### src/rtl/viterbi_decoder_param.sv
// Hard-decision rate-1/2 Viterbi decoder with register-exchange survivors.
// Constraint length, generators, survivor depth and metric width are compile-time parameters.
module viterbi_decoder_param #(
   parameter int unsigned K        = 3,
   parameter int unsigned G0       = 7,
   parameter int unsigned G1       = 5,
   parameter int unsigned TB_DEPTH = 15,
   parameter int unsigned METRIC_W = 6
) (
   input  logic       clk,
   input  logic       rst,
   input  logic       restart,
   input  logic       in_valid,
   input  logic [1:0] in_bits,
   output logic       out_valid,
   output logic       out_bit
);
   localparam int unsigned N  = 1 << (K - 1);
   localparam int unsigned CW = $clog2(TB_DEPTH + 1);
   localparam logic [METRIC_W-1:0] PM_MAX  = '1;
   localparam logic [CW-1:0]       CNT_MAX = CW'(TB_DEPTH);
   localparam logic [K-1:0]        G0_V    = G0[K-1:0];
   localparam logic [K-1:0]        G1_V    = G1[K-1:0];

   logic [METRIC_W-1:0] pm_q [N];
   logic [METRIC_W-1:0] pm_d [N];
   logic [TB_DEPTH-1:0] sv_q [N];
   logic [TB_DEPTH-1:0] sv_d [N];
   logic [CW-1:0]       cnt_q, cnt_d;
   logic                out_valid_q, out_valid_d;
   logic                out_bit_q, out_bit_d;

   logic [METRIC_W-1:0] pm_raw  [N];
   logic [METRIC_W-1:0] pm_norm [N];
   logic [TB_DEPTH-1:0] sv_new  [N];
   logic [METRIC_W-1:0] pm_min;
   logic [K-2:0]        best;

   function automatic logic [METRIC_W-1:0] add_sat(input logic [METRIC_W-1:0] pm,
                                                   input logic [1:0] bm);
      logic [METRIC_W:0] sum;
      sum = {1'b0, pm} + {{(METRIC_W - 1){1'b0}}, bm};
      return sum[METRIC_W] ? PM_MAX : sum[METRIC_W-1:0];
   endfunction

   function automatic logic [1:0] branch_metric(input logic [K-1:0] sr, input logic [1:0] rx);
      logic [1:0] diff;
      diff = {^(sr & G0_V), ^(sr & G1_V)} ^ rx;
      return {diff[1] & diff[0], diff[1] ^ diff[0]};
   endfunction

   // Add-compare-select, normalisation and best-state search on the incoming symbol.
   always_comb begin
      logic [K-1:0]        sr0, sr1;
      logic [METRIC_W-1:0] c0, c1;
      int unsigned         p0, p1;
      logic                found;
      sr0    = '0;
      sr1    = '0;
      c0     = '0;
      c1     = '0;
      p0     = 0;
      p1     = 0;
      found  = 1'b0;
      best   = '0;
      pm_min = PM_MAX;
      for (int unsigned ns = 0; ns < N; ns++) begin
         p0  = (ns << 1) % N;
         p1  = p0 + 1;
         // Register contents {u, predecessor}; u is the top bit of the next state.
         sr0 = K'(((ns >> (K - 2)) << (K - 1)) | p0);
         sr1 = K'(((ns >> (K - 2)) << (K - 1)) | p1);
         c0  = add_sat(pm_q[p0], branch_metric(sr0, in_bits));
         c1  = add_sat(pm_q[p1], branch_metric(sr1, in_bits));
         if (c1 < c0) begin
            pm_raw[ns] = c1;
            sv_new[ns] = {sv_q[p1][TB_DEPTH-2:0], sr1[K-1]};
         end else begin
            pm_raw[ns] = c0;
            sv_new[ns] = {sv_q[p0][TB_DEPTH-2:0], sr0[K-1]};
         end
         if (pm_raw[ns] < pm_min) pm_min = pm_raw[ns];
      end
      for (int unsigned i = 0; i < N; i++) begin
         // A saturated metric marks an unreachable path and stays pinned at max.
         pm_norm[i] = (pm_raw[i] == PM_MAX && pm_min != PM_MAX) ? PM_MAX : pm_raw[i] - pm_min;
         if (!found && pm_norm[i] == '0) begin
            best  = (K - 1)'(i);
            found = 1'b1;
         end
      end
   end

   always_comb begin
      pm_d        = pm_q;
      sv_d        = sv_q;
      cnt_d       = cnt_q;
      out_valid_d = 1'b0;
      out_bit_d   = out_bit_q;
      if (restart) begin
         for (int unsigned i = 0; i < N; i++) begin
            pm_d[i] = (i == 0) ? '0 : PM_MAX;
            sv_d[i] = '0;
         end
         cnt_d     = '0;
         out_bit_d = 1'b0;
      end else if (in_valid) begin
         pm_d        = pm_norm;
         sv_d        = sv_new;
         cnt_d       = (cnt_q == CNT_MAX) ? cnt_q : cnt_q + CW'(1);
         out_valid_d = (cnt_d == CNT_MAX);
         out_bit_d   = sv_new[best][TB_DEPTH-1];
      end
   end

   always_ff @(posedge clk or posedge rst) begin
      if (rst) begin
         for (int unsigned i = 0; i < N; i++) begin
            pm_q[i] <= (i == 0) ? '0 : PM_MAX;
            sv_q[i] <= '0;
         end
         cnt_q       <= '0;
         out_valid_q <= 1'b0;
         out_bit_q   <= 1'b0;
      end else begin
         pm_q        <= pm_d;
         sv_q        <= sv_d;
         cnt_q       <= cnt_d;
         out_valid_q <= out_valid_d;
         out_bit_q   <= out_bit_d;
      end
   end

   assign out_valid = out_valid_q;
   assign out_bit   = out_bit_q;

endmodule

### config.mk
export PLATFORM = sky130hd
export DESIGN_NAME = viterbi_decoder_param
export DESIGN_NICKNAME = d
export VERILOG_FILES = /design/src/rtl/viterbi_decoder_param.sv
export SDC_FILE = /design/constraint.sdc
export NUM_CORES = 1
export LEC_CHECK = 0
export BUFFER_PORTS_ARGS = -buffer_cell sky130_fd_sc_hd__buf_2
export CORE_ASPECT_RATIO = 0.5
export CORE_MARGIN = 2
export CORE_UTILIZATION = 65
export CTS_BUF_LIST = sky130_fd_sc_hd__clkbuf_8
export DETAILED_ROUTE_END_ITERATION = 16
export PLACE_DENSITY_LB_ADDON = 0.1
export SYNTH_ARGS = -nofsm -noshare
export SYNTH_HDL_FRONTEND = slang
export SYNTH_SLANG_ARGS = --single-unit
### constraint.sdc
create_clock -name clk -period 20.8 [get_ports clk]
set_input_delay 0 -clock clk [delete_from_list [all_inputs] [get_ports clk]]
set_output_delay 0 -clock clk [all_outputs]
set_load 0.01 [all_outputs]
==> impl_metrics.env, run 1 <==
export IMPL_cp_slowest_cell="a2111oi_0"
export IMPL_ys_warn_count=0
export IMPL_grt_busiest_layer="met2"
export IMPL_antenna_found_initial=0
export IMPL_use_met2_pct=51.2
export IMPL_row_count=28
export IMPL_grt_overflow=0
export IMPL_grt_pass1_wl_um=36000
export IMPL_whs_endpoint="pm_q[8]"
export IMPL_drtIter0Drc=821
export IMPL_clock_latency_ps=360
export IMPL_met1_usage_pct=47.9
export IMPL_setup_viol=0
export IMPL_syn_nets=1043
export IMPL_start_kind="flip-flop"
export IMPL_initial_core_util_pct=67.6
export IMPL_worstPathMaxFanout=18
export IMPL_ys_types=98
export IMPL_port_buffers=7
export IMPL_area_growth_pct=3.92
export IMPL_hold_class="input port to flip-flop"
export IMPL_fillCellCount=968
export IMPL_synth_edf_count=0
export IMPL_num_antenna_cells=0
export IMPL_syn_area_per_cell_um2=8.29
export IMPL_r2r_slack_ps=7810
export IMPL_slew_limit_headroom_pct=16.6
export IMPL_wire_per_inst_um=19.6
export IMPL_slew_violations=0
export IMPL_drt_pass1_iterations=6
export IMPL_synth_area_top_cells="dfrtp_1 19%, ha_1 8.6%, mux2i_1 7.2%"
export IMPL_place_hpwl_um=16300
export IMPL_fin_crit_ps=12990
export IMPL_max_clock_freq_mhz=77.0
export IMPL_crit_type="flip-flop to flip-flop"
export IMPL_wl_um=21900
export IMPL_finalHoldViolCount=0
export IMPL_grt_max_degree=81
export IMPL_synth_ff_latch_count=80
export IMPL_crit_path_frequent_cell="ha_1"
export IMPL_maxCapViolations=0
export IMPL_critPathRequiredTime_ps=21070
export IMPL_die_area_um2=13400
export IMPL_gp_congestion=0.953
export IMPL_pin_count=8
export IMPL_cts_root_buffer="clkbuf_8"
export IMPL_max_stage_delay_ps=980
export IMPL_grt_pass1_vias=6843
export IMPL_synth_top_area_share_pct=19.2
export IMPL_num_nets_final=1015
export IMPL_register_area_um2=2020
export IMPL_clk_pin_slew_ps=90
export IMPL_finalClockSkew_ps=6.43
export IMPL_cp_data_arrival_time_ps=13260
export IMPL_grt_use_met3_pct=7.49
export IMPL_r2r_start="pm_q[6]"
export IMPL_post_cts_buffers=0
export IMPL_cts_sinks=80
export IMPL_die_h_um=82.9
export IMPL_clockBufferDepth=2
export IMPL_tns_ps=0
export IMPL_synth_async_reset_ratio_pct=100
export IMPL_drive_gt1_share_pct=10.3
export IMPL_grt_use_total_pct=33.2
export IMPL_syn_inst=977
export IMPL_ff2ff_path_depth=43
export IMPL_rsz0062_at_grt="false"
export IMPL_worst_pin_slew_ps=1250
export IMPL_netlist_top_cell_by_area="dfrtp_1"
export IMPL_cts_tree="done"
export IMPL_route_detailed_drc=0
export IMPL_antenna_left=0
export IMPL_endpoint_kind="flip-flop"
export IMPL_rr_endpoint="out_bit"
export IMPL_outcome="completed"
export IMPL_ys_seq_area_share_pct=25.0
export IMPL_core_area_um2=12000
export IMPL_die_w_um=162
export IMPL_ctsHtreeMaxLevel=3
export IMPL_fin_crit_sh_pct=62.4
export IMPL_hold_path_depth=3
export IMPL_numCtsBuffers=9
export IMPL_syn_area_um2=8100
export IMPL_vias_per_cell=6.65
export IMPL_hp_start="in_valid"
export IMPL_multi_input_comb_area_um2=5630
export IMPL_ys_flop_type="dfrtp_1"
export IMPL_vias=7440
-- per-layer routing --
metal	wire length (µm)	share of wire (%)
met2	9590	44
met4	350	1.6
met3	1800	8.2
met5	0	0
met1	10200	46
-- cell families (layout without fill, tap and decap cells) --
kind of cell / Yosys count / after routing / synth area share (%)
flip-flops: 80 / 80 / 25.0
adder cells (fa/ha/maj): 66 / 66 / 10.4
AO/OA/AOI/OAI: 280 / 280 / 25.7
AND/OR/NAND/NOR: 325 / 325 / 19.6
buffers and inverters: 113 / 89 / 5.58
XOR/XNOR: 43 / 43 / 4.65
multiplexers: 70 / 70 / 9.14
-- placed cells by master, fill, tap and decap left out, types with 10 or more instances in the layout --
| cell type | Yosys | layout |
|---|---|---|
| nor2_1 | 120 | 120 |
| nand2_1 | 82 | 82 |
| dfrtp_1 | 62 | 62 |
| inv_1 | 59 | 58 |
| mux2i_1 | 58 | 58 |
| ha_1 | 56 | 56 |
| a21oi_1 | 50 | 50 |
| a211oi_1 | 43 | 43 |
| o21ai_0 | 36 | 36 |
| xnor2_1 | 29 | 29 |
| nand3_1 | 23 | 23 |
| dfstp_2 | 18 | 18 |
| nor3_1 | 14 | 14 |
| xor2_1 | 14 | 14 |
| nand2b_1 | 13 | 13 |
| a311oi_1 | 13 | 13 |
| o211ai_1 | 13 | 13 |
| nor2b_1 | 11 | 11 |
| a21o_1 | 10 | 10 |
| a31oi_1 | 10 | 10 |
-- layout make-up --
class	instances	share of cell area, %
multi-input cells	784	66.9
flip-flops and latches	80	24.0
clock inverters	6	1.37
repair buffers	14	1.10
inverters	60	2.69
well taps	165	2.45
clock buffers	9	1.47
-- synth_stat cells, drive strengths merged (4+ instances only) --
cell type / count
o21ai: 48
and2: 5
xor2: 14
nand3b: 4
xnor2: 29
a311oi: 13
nor3: 14
mux2: 9
a211oi: 46
nand2: 82
a22oi: 4
dfstp: 18
a21oi: 52
nor4: 6
o22a: 9
nor2: 120
nand2b: 13
and3: 8
nor2b: 11
a2111oi: 9
dfrtp: 62
o22ai: 8
clkbuf: 37
fa: 4
inv: 59
a21o: 10
buf: 16
maj3: 6
nand3: 24
mux2i: 61
o21a: 10
o211ai: 14
or2: 8
a31oi: 12
ha: 56
nand4: 9
-- worst max path at each step --
stage | startpoint | to | cells past startpoint
2_1_floorplan | pm_q[12] | out_bit | 51
3_3_place_gp | in_bits[0] | out_bit | 48
3_5_place_dp | in_bits[0] | out_bit | 48
4_1_cts | pm_q[6] | out_bit | 44
5_1_grt | pm_q[6] | out_bit | 44
6_report | pm_q[6] | out_bit | 43
-- worst max-delay path: cells and delay by family, from the launching register on --
family                   cells  cell delay, ps
AND/OR/NAND/NOR              9            2640
AO/OA/AOI/OAI               20            6390
adder cells (fa/ha/maj)      7            1870
flip-flops                   1             540
XOR/XNOR                     1             260
buffers and inverters        4             570
multiplexers                 2             630
-- through the flow --
| stage | instance area (µm²) | worst slack (ps) | hold WS [ps] | cells | util (%) |
|---|---|---|---|---|---|
| after floorplan | 8100 | 10190 | 327 | 977 | - |
| after global placement | 8170 | 8520 | 366 | 1102 | 68.2 |
| after detailed placement | 8170 | 7950 | 381 | 1102 | 68.2 |
| after CTS | 8420 | 8150 | 80.1 | 1118 | 70.3 |
| after global routing | 8420 | 6930 | 130 | 1118 | 70.3 |
| final | 8420 | 7810 | 86.2 | 1118 | 70.3 |
-- repair_timing --
item                                    4_1_cts  5_1_grt
resized for setup                             0        0
endpoints found under the setup margin        0        0
hold endpoints to repair                      7        0
hold buffers                                  1        0
-- registers in the layout, indices dropped and copies added, names as in the netlist --
signal	flops
cnt_q	4
out_bit	1
sv_q	50
pm_q	24
out_valid	1
Power of run 1 is not shown: default switching activity piles up to over one toggle a cycle in this logic, so the estimate is an artifact.
==> inputs of run 2 (changes only) <==
clock period = 12.2 ns   (was 20.8 ns; I/O delays follow)
==> impl_metrics.env, run 2 (synthesis results as in run 1) <==
export IMPL_crit_type="flip-flop to flip-flop"
export IMPL_crit_buf_inv=3
export IMPL_pin_count=8
export IMPL_rr_endpoint="out_bit"
export IMPL_hold_path_depth=3
export IMPL_cp_data_arrival_time_ps=11610
export IMPL_wl_um=21900
export IMPL_grt_max_degree=90
export IMPL_antenna_left=0
export IMPL_final_common_cell="nor2_1"
export IMPL_layout_setup_ws_ps=879
export IMPL_cts_sinks=80
export IMPL_drtIter0Drc=601
export IMPL_wire_per_inst_um=19.4
export IMPL_worstPathMaxFanout=22
export IMPL_fin_crit_sh_pct=92.8
export IMPL_placed_cell_area_um2=8210
export IMPL_maxCapViolations=0
export IMPL_largest_reg_flops=50
export IMPL_dp_slack_ps=630
export IMPL_grt_use_met3_pct=6.44
export IMPL_layout_common_cells="120 x nor2_1, 82 x nand2_1, 62 x dfrtp_1"
export IMPL_cts_root_buffer="clkbuf_8"
export IMPL_ff2ff_path_depth=46
export IMPL_numCtsBuffers=9
export IMPL_core_area_um2=12000
export IMPL_die_area_um2=13400
export IMPL_max_stage_delay_ps=570
export IMPL_clock_latency_ps=370
export IMPL_slew_violations=0
export IMPL_outcome="completed"
export IMPL_drt_pass1_iterations=7
export IMPL_finalHoldViolCount=0
export IMPL_cp_top_family="compound AO/OA/AOI/OAI gates"
export IMPL_ctsHtreeMaxLevel=3
export IMPL_slew_limit_headroom_pct=26.1
export IMPL_die_h_um=82.9
export IMPL_clockBufferDepth=2
export IMPL_gp_congestion=0.988
export IMPL_setup_viol=0
export IMPL_port_buffers=7
export IMPL_max_clock_freq_mhz=88.3
export IMPL_worst_pin_slew_ps=1100
export IMPL_r2r_start="pm_q[12]"
export IMPL_start_kind="flip-flop"
export IMPL_critPathRequiredTime_ps=12490
export IMPL_regMostFlops="sv_q"
export IMPL_grt_pass1_vias=6799
export IMPL_use_met2_pct=51.8
export IMPL_final_area_um2=8420
export IMPL_hold_class="input port to flip-flop"
export IMPL_grt_use_total_pct=33.2
export IMPL_vias_per_cell=6.60
export IMPL_die_w_um=162
export IMPL_crit_path_start="pm_q[12]"
export IMPL_place_hpwl_um=16700
export IMPL_row_count=28
export IMPL_route_detailed_drc=0
export IMPL_area_growth_pct=3.95
export IMPL_r2r_slack_ps=880
export IMPL_tns_ps=0
export IMPL_cts_tree="done"
export IMPL_grt_busiest_layer="met2"
export IMPL_reg_top3="sv_q x50, pm_q x24, cnt_q x4"
export IMPL_endpoint_kind="flip-flop"
export IMPL_grt_overflow=0
export IMPL_initial_core_util_pct=67.6
export IMPL_whs_endpoint="pm_q[8]"
export IMPL_finalClockSkew_ps=12.0
export IMPL_vias=7423
export IMPL_antenna_found_initial=0
export IMPL_fin_crit_ps=11320
export IMPL_hp_start="in_valid"
export IMPL_num_nets_final=1021
export IMPL_grt_pass1_wl_um=35400
export IMPL_rsz0062_at_grt="false"
export IMPL_drive_gt1_share_pct=11.0
export IMPL_met1_usage_pct=45.7
export IMPL_clk_pin_slew_ps=90
export IMPL_cp_slowest_cell="dfstp_2"
export IMPL_num_antenna_cells=0
## run 2: cell types whose count changed in the layout (fill, tap and decap cells not counted), sizes merged
| cell | change |
|---|---|
| inv | +1 |
| bufinv | -3 |
| clkbuf | +1 |
| clkinvlp | +2 |
| buf | +6 |
## run 2: what timing repair did
item | 4_1_cts | 5_1_grt
hold buffers | 1 | 0
setup endpoints to repair | 0 | 1
setup buffers | 0 | 0
hold endpoints to repair | 62 | 0
resized for setup | 0 | 2
## run 2: metal layers
metal  share of wire (%)  wire (µm)
met1                  44       9690
met2                  45       9780
met3                 7.4       1630
met4                 3.5        776
met5                   0          0
## run 2: through the flow
step                      hold slack (ps)  instances  utilization, %
final                                29.7       1125            70.3
after global routing                 72.1       1125            70.3
after CTS                            18.9       1125            70.2
after detailed placement              381       1108            68.6
after global placement                375       1108            68.6
after floorplan                       327        977               -
## run 2: worst register-to-register path: cells and delay by family, from the launching register on
family / cells / cell delay (ps)
compound gates: 22 / 4960
xor+xnor: 1 / 230
fa+ha+maj: 7 / 2120
buf+inv: 3 / 320
flops: 1 / 570
mux: 3 / 1070
simple gates: 10 / 1950
## run 2: final cells by class
type	instances	area, µm²
Fill cell	988	3560
Clock inverter	6	48.8
Multi-Input combinational cell	784	5640
Clock buffer	10	138
Timing Repair Buffer	20	138
Inverter	60	226
Sequential cell	80	2020
Tap cell	165	206
## run 2: how the worst max path moves through the flow
stage | to | cells after the start | slack (ps)
final | out_bit | 46 | 880
after global routing | out_bit | 46 | 140
after CTS | out_bit | 47 | 720
after detailed placement | out_bit | 50 | 630
after global placement | out_bit | 48 | 1100
after floorplan | out_bit | 51 | 1590
Power of run 2 is left out for the same reason.
